`config.mk`:
```
export PLATFORM = sky130hd
export DESIGN_NAME = csi_rx_lane_deskew
export DESIGN_NICKNAME = d
export VERILOG_FILES = /design/src/rtl/csi_rx_lane_deskew_pkg.sv /design/src/rtl/csi_rx_lane_dly.sv /design/src/rtl/csi_rx_lane_deskew.sv
export SDC_FILE = /design/constraint.sdc
export NUM_CORES = 1
export LEC_CHECK = 0
export CORE_ASPECT_RATIO = 0.75
export CORE_MARGIN = 1.5
export CORE_UTILIZATION = 47
export CTS_CLUSTER_DIAMETER = 120
export CTS_CLUSTER_SIZE = 16
export DETAILED_ROUTE_END_ITERATION = 10
export PLACE_DENSITY = 0.71
export SLEW_MARGIN = 15
export SYNTH_ARGS = -nofsm -noshare
export SYNTH_HDL_FRONTEND = slang
export SYNTH_SLANG_ARGS = --single-unit
```
`constraint.sdc`:
```
create_clock -name byte_clock -period 1.8 [get_ports byte_clock]
set_input_delay 0.36 -clock byte_clock [delete_from_list [all_inputs] [get_ports byte_clock]]
set_output_delay 0.36 -clock byte_clock [all_outputs]
set_load 0.02 [all_outputs]
```
`src/rtl/csi_rx_lane_deskew_pkg.sv`:
```
// Shared types and default configuration for the CSI-2 receive lane deskewer.
package csi_rx_lane_deskew_pkg;

  localparam int unsigned CSI_NUM_LANE = 2;
  localparam int unsigned CSI_MAX_SKEW = 3;
  localparam int unsigned CSI_TAP_W    = $clog2(CSI_MAX_SKEW + 1);

  typedef logic [7:0]           lane_data_t;
  typedef logic                 lane_vld_t;
  typedef logic [CSI_TAP_W-1:0] lane_tap_t;

  // Deskew FSM encoding
  typedef logic [0:0] deskew_state_t;
  localparam deskew_state_t DSK_SEARCH = 1'b0;
  localparam deskew_state_t DSK_LOCKED = 1'b1;

endpackage

```
`src/rtl/csi_rx_lane_dly.sv`:
```
// Single-lane byte+valid delay line of MAX_SKEW+1 stages with a tap-select mux.
module csi_rx_lane_dly
  import csi_rx_lane_deskew_pkg::*;
#(
  parameter int unsigned  MAX_SKEW = CSI_MAX_SKEW,
  localparam int unsigned TAP_W    = $clog2(MAX_SKEW + 1)
) (
  input  logic             byte_clock,
  input  logic             reset,
  input  logic             enable,
  input  lane_data_t       byte_in,
  input  lane_vld_t        valid_in,
  input  logic [TAP_W-1:0] tap,
  output logic [MAX_SKEW:0] stage_vld,
  output lane_data_t       byte_c,
  output lane_vld_t        valid_c
);

  logic [MAX_SKEW:0][7:0] stage_byte;

  // Shift register: stage 0 captures the input, stage k+1 takes stage k
  always_ff @(posedge byte_clock) begin
    if (reset) begin
      stage_byte <= '0;
      stage_vld  <= '0;
    end else if (enable) begin
      stage_byte <= {stage_byte[MAX_SKEW-1:0], byte_in};
      stage_vld  <= {stage_vld[MAX_SKEW-1:0], valid_in};
    end
  end

  // Tap-select mux; out-of-range taps yield an idle byte
  always_comb begin
    byte_c  = '0;
    valid_c = 1'b0;
    for (int k = 0; k <= MAX_SKEW; k++) begin
      if (tap == TAP_W'(k)) begin
        byte_c  = stage_byte[k];
        valid_c = stage_vld[k];
      end
    end
  end

endmodule

```
`src/rtl/csi_rx_lane_deskew.sv`:
```
// Multi-lane word deskewer between the byte aligners and the CSI packet handler.
// Per-lane delay taps are locked on the sync word and held until packet_done.
// Optional error counter enabled by defining CSI_DESKEW_ERRCNT_EN.
module csi_rx_lane_deskew
  import csi_rx_lane_deskew_pkg::*;
#(
  parameter int unsigned  NUM_LANE = CSI_NUM_LANE,
  parameter int unsigned  MAX_SKEW = CSI_MAX_SKEW,
  localparam int unsigned TAP_W    = $clog2(MAX_SKEW + 1)
) (
  input  logic                      byte_clock,
  input  logic                      reset,
  input  logic                      enable,
  input  logic                      packet_done,
  input  logic                      wait_for_sync,
  input  logic [NUM_LANE*8-1:0]     word_in,
  input  logic [NUM_LANE-1:0]       valid_in,
  output logic [NUM_LANE*8-1:0]     word_out,
  output logic                      valid_out,
  output logic                      packet_done_out,
  output logic [NUM_LANE*TAP_W-1:0] taps_out,
  output logic                      skew_err,
  output logic                      drop_err,
  output logic [15:0]               err_count
);

  deskew_state_t state, state_nxt;

  logic [NUM_LANE-1:0][TAP_W-1:0] taps;
  logic [NUM_LANE-1:0][TAP_W-1:0] calc_taps;
  logic [NUM_LANE-1:0][TAP_W-1:0] sel_taps;
  logic [NUM_LANE-1:0][MAX_SKEW:0] stage_vld;
  logic [NUM_LANE-1:0][7:0]       sel_byte;
  logic [NUM_LANE-1:0]            sel_vld;

  logic run;
  logic all_s0;
  logic any_full;
  logic lock_c;
  logic ovf_c;
  logic ovf_q;
  logic skew_set_c;
  logic drop_c;

  // While searching, the mux follows the live tap estimate so the sync word
  // lines up on the lock edge; once locked it uses the held taps.
  assign sel_taps = (state == DSK_LOCKED) ? taps : calc_taps;

  for (genvar g = 0; g < NUM_LANE; g++) begin : g_lane
    csi_rx_lane_dly #(
      .MAX_SKEW (MAX_SKEW)
    ) u_dly (
      .byte_clock (byte_clock),
      .reset      (reset),
      .enable     (enable),
      .byte_in    (word_in[8*g +: 8]),
      .valid_in   (valid_in[g]),
      .tap        (sel_taps[g]),
      .stage_vld  (stage_vld[g]),
      .byte_c     (sel_byte[g]),
      .valid_c    (sel_vld[g])
    );
  end

  // Tap estimate: unbroken valid run from stage 0 upward, minus one
  always_comb begin
    calc_taps = '0;
    run       = 1'b0;
    for (int i = 0; i < NUM_LANE; i++) begin
      run = stage_vld[i][0];
      for (int k = 1; k <= MAX_SKEW; k++) begin
        run = run & stage_vld[i][k];
        if (run) calc_taps[i] = TAP_W'(k);
      end
    end
  end

  // Lane summary flags for lock, overflow and dropout detection
  always_comb begin
    all_s0   = 1'b1;
    any_full = 1'b0;
    for (int i = 0; i < NUM_LANE; i++) begin
      all_s0   = all_s0 & stage_vld[i][0];
      any_full = any_full | (&stage_vld[i]);
    end
  end

  assign lock_c     = (state == DSK_SEARCH) && wait_for_sync && all_s0;
  assign ovf_c      = (state == DSK_SEARCH) && any_full && !all_s0;
  assign skew_set_c = ovf_c && !ovf_q;
  assign drop_c     = (state == DSK_LOCKED) && !packet_done &&
                      (|sel_vld) && !(&sel_vld);

  // State register
  always_ff @(posedge byte_clock) begin
    if (reset) begin
      state <= DSK_SEARCH;
    end else if (enable) begin
      state <= state_nxt;
    end
  end

  // Next-state logic; packet_done wins over dropout
  always_comb begin
    state_nxt = state;
    case (state)
      DSK_SEARCH: if (lock_c) state_nxt = DSK_LOCKED;
      DSK_LOCKED: if (packet_done || drop_c) state_nxt = DSK_SEARCH;
      default:    state_nxt = DSK_SEARCH;
    endcase
  end

  // Tap hold, output register and error pulses
  always_ff @(posedge byte_clock) begin
    if (reset) begin
      taps      <= '0;
      word_out  <= '0;
      valid_out <= 1'b0;
      skew_err  <= 1'b0;
      drop_err  <= 1'b0;
      ovf_q     <= 1'b0;
    end else if (enable) begin
      if (lock_c) taps <= calc_taps;
      word_out  <= sel_byte;
      valid_out <= (state == DSK_LOCKED);
      skew_err  <= skew_set_c;
      drop_err  <= drop_c;
      ovf_q     <= ovf_c;
    end
  end

  assign taps_out        = taps;
  assign packet_done_out = packet_done | skew_err | drop_err;

`ifdef CSI_DESKEW_ERRCNT_EN
  logic [15:0] err_cnt_q;

  // Saturating error counter; simultaneous errors count once
  always_ff @(posedge byte_clock) begin
    if (reset) begin
      err_cnt_q <= '0;
    end else if (enable && (skew_set_c || drop_c) && (err_cnt_q != 16'hFFFF)) begin
      err_cnt_q <= err_cnt_q + 16'd1;
    end
  end

  assign err_count = err_cnt_q;
`else
  assign err_count = '0;
`endif

endmodule

```
==> out/metrics.csv <==
stage;metric;value;unit
floorplanning;Initial Util;48.70;%
worst_setup_path;critical setup path kind;flip-flop to output pin;
synth;gate count of the mapped netlist;413;
clocking;Max clock buf depth;2;
worst_setup_path;Required @ worst endpoint;1.44;ns
floorplanning;Die Span Y;84.24;um
floorplanning;Core ar.;0.008491;sq mm
timing;Max Clk Rate;0.5693;GHz
power_and_ir_drop;power per cell area;900.4;mW/mm^2
synth;Synth area leaders;dfxtp_1 (47%), mux2i_1 (26%), nor2_1 (7.5%), o221ai_1 (3.4%), buf_4 (3.3%);
synth;most frequent cell after synthesis;mux2i_1;
power_and_ir_drop;Net Sw Power;1076;uW
global_route;initial antenna violation count;0;
global_route;largest net degree at the start of global routing;57;
worst_setup_path;delay-heaviest family, CP;buffers and inverters;
timing;# setup viols final;0;
routing;Post-Route WL;8243;um
routing;vias post-DR;2904;
clocking;CTS Sinks;97;
power_and_ir_drop;Logic pwr share;8.4;%
routing;WL/cell;14.54;um
synth;Cell Area, Synth;0.004135;sq mm
timing;final hold vios;0;
timing;Tmin final;1.756;ns
layout;layout cells sized above 1;8.497;%
global_route;grt total ovfl;0;
worst_setup_path;Arr. time, crit path;1.40;ns
placement;# placed instances;551;
worst_setup_path;slowest CP cell;clkdlybuf4s50_1;
clocking;htree depth;3;
synth;Syn Area/Cell;10.01;sq um
layout;Antenna diodes;0;
power_and_ir_drop;Sequential Power Share;50.9;%
min_path;worst hold-check path type;input port to flip-flop;
routing;# DRC;0;
global_route;first-pass GRT wire length;13700;um
layout;utilization after layout;57.93;%
worst_setup_path;slowest stage delay, CP;0.64;ns
worst_setup_path;CP Capture Type;output pin;
synth;Seq/Total Area, Yosys;46.96;%
clocking;clk_lat worst skew;0.35;ns
power_and_ir_drop;Sw Ratio;24.29;%
worst_setup_path;crit start category;flip-flop;
power_and_ir_drop;Max VDD drop;0.6347;mV
layout;fillcell total;752;
synth;Yosys cell types;34;
synth;post-synth top area share;46.96;%
worst_setup_path;cell count of the worst reg-to-reg path;5;
worst_setup_path;critical path depth in cells;1;
synth;commonest cells in the netlist;mux2i_1 (106), dfxtp_1 (97), nor2_1 (83);
timing;clock skew;0.006138;ns
clocking;Post-CTS Setup Repair Bufs;0;
floorplanning;DIE WIDTH;111.3;um
clocking;Clock transition at path regs;0.07;ns
routing;Routed Antenna Nets;0;
outcome;status;finished clean;
layout;Non-Filler Instances;567;
worst_setup_path;worst-path cell chain;clkdlybuf4s50_1;
power_and_ir_drop;clock network power share;40.7;%
floorplanning;die area;0.009376;sq mm
layout;Layout area overhead;18.94;%
routing;Pre-Repair DR Iteration Count;4;
global_route;overall routing resource usage;18.31;%
clocking;TritonCTS clock tree;built;
routing;vias per cell;5.122;
synth;Top FF cell, synth;dfxtp_1;
synth;Yosys warning count;0;
power_and_ir_drop;LEAKAGE;0.001976;uW
routing;Iteration-0 DRC Markers;115;
floorplanning;IO Pins;63;
timing;RSZ-0062 raised after global routing;no;
clocking;Clk Tree Root Cell;clkbuf_16;
floorplanning;num rows;29;
timing;final-report max-slew violation count;0;
layout;fin nets;477;
power_and_ir_drop;Design Power;4429;uW
placement;routability cong.;0.8034;
flow_run;max-cap check violation count;0;
synth;number of synthesized flops with an enable pin;0;
min_path;Hold Path Cell Cnt;2;
power_and_ir_drop;internal power;3353;uW
worst_setup_path;buffers plus inverters on the worst setup path;1;
synth;cell accounting for the most synthesized area;dfxtp_1;
clocking;TritonCTS buffer count;9;
worst_setup_path;Crit Path Max Fanout;5;
synth;share of flip-flops with an asynchronous set or reset;0;%
placement;DP Wirelength;5334;um
global_route;number of global-route vias before repair;2846;
synth;FF+latch count, synth;97;
placement;I/O Buffers;46;
timing;Final period util;97.58;%
cells in the final DEF, fill, tap and decap left out, drive strengths merged, types with 2 or more instances in the layout:
cell,count
or3,3
o22ai,3
nand2,27
nand3,4
nor2b,2
o21ai,2
clkinvlp,2
nor2,83
clkbuf,10
nor3,2
buf,14
clkinv,3
conb,16
o221ai,17
a21oi,6
o31ai,2
mux2i,106
dfxtp,97
clkdlybuf4s50,41
inv,6
dlymetal6s2s,2
per-layer routing:
| layer | share of wire [%] | GRT usage, % | vias up |
|---|---|---|---|
| li1 | - | - | 1471 |
| met1 | 50 | 23.97 | 1365 |
| met2 | 45 | 29.06 | 57 |
| met3 | 4.3 | 5.271 | 11 |
| met4 | 1.3 | 6.559 | 0 |
| met5 | 0 | 0 | - |
per-stage QoR:
| step | cell area, sq um | TNS [ns] | hold slack, ns | setup slack (ns) |
|---|---|---|---|---|
| global route | 4918 | 0 | 0.3780 | 0.007845 |
| detailed placement | 4631 | -0.1890 | 0.4555 | -0.1890 |
| floorplan | 4192 | 0 | 0.4457 | 0.2491 |
| global placement | 4631 | -0.1829 | 0.4540 | -0.1829 |
| finish | 4918 | 0 | 0.3682 | 0.04355 |
| CTS | 4911 | 0 | 0.3602 | 0.001685 |
cell families (layout without fill, tap and decap cells):
kind of cell / after synthesis / count (layout) / share of synthesized area [%]
simple gates: 124 / 124 / 12.22
xor+xnor: 1 / 1 / 0.2118
mux: 107 / 107 / 25.93
flops: 97 / 97 / 46.96
compound gates: 35 / 35 / 7.443
buf+inv: 48 / 79 / 7.141
other cells: 1 / 16 / 0.09068
registers in the layout, indices dropped and copies added, names as in the netlist:
name	flops
g_lane.u_dly.stage_byte	64
g_lane.u_dly.stage_vld	8
taps_out	4
word_out	16
drop_err	1
state	1
skew_err	1
valid_out	1
ovf_q	1
path summary, 6_finish.rpt:
path,from,slack [ns],end
max,taps_out[3],0.04,taps_out[3]
min,reset,0.37,g_lane[0].u_dly.stage_byte[31]
max reg2reg,state,0.20,word_out[10]
min reg2reg,ovf_q,0.47,ovf_q
power by group through the flow:
stage / clock (uW) / sequential (uW) / combinational [uW]
after detailed placement: 0 / 2300 / 374
after floorplan: 0 / 2300 / 269
after global routing: 1930 / 2260 / 406
after CTS: 1850 / 2250 / 375
final: 1800 / 2250 / 373
after global placement: 0 / 2300 / 367
cell type report:
cell class | count | area (sq um) | area share, %
Multi-Input combinational cell | 283 | 1954 | 39.74
Tap cell | 108 | 135.1 | 2.747
Clock buffer | 10 | 239.0 | 4.859
Clock inverter | 6 | 42.54 | 0.8649
Sequential cell | 97 | 1943 | 39.51
Inverter | 5 | 18.77 | 0.3816
Timing Repair Buffer | 58 | 585.6 | 11.91
timing repair:
| item | 4_1_cts | 5_1_grt |
|---|---|---|
| gates cloned | 0 | 0 |
| pin swaps | 0 | 0 |
| hold buffers | 0 | 0 |
| setup endpoints to repair | 1 | 8 |
| resized for setup | 1 | 4 |
(Power assumes the default switching activity.)
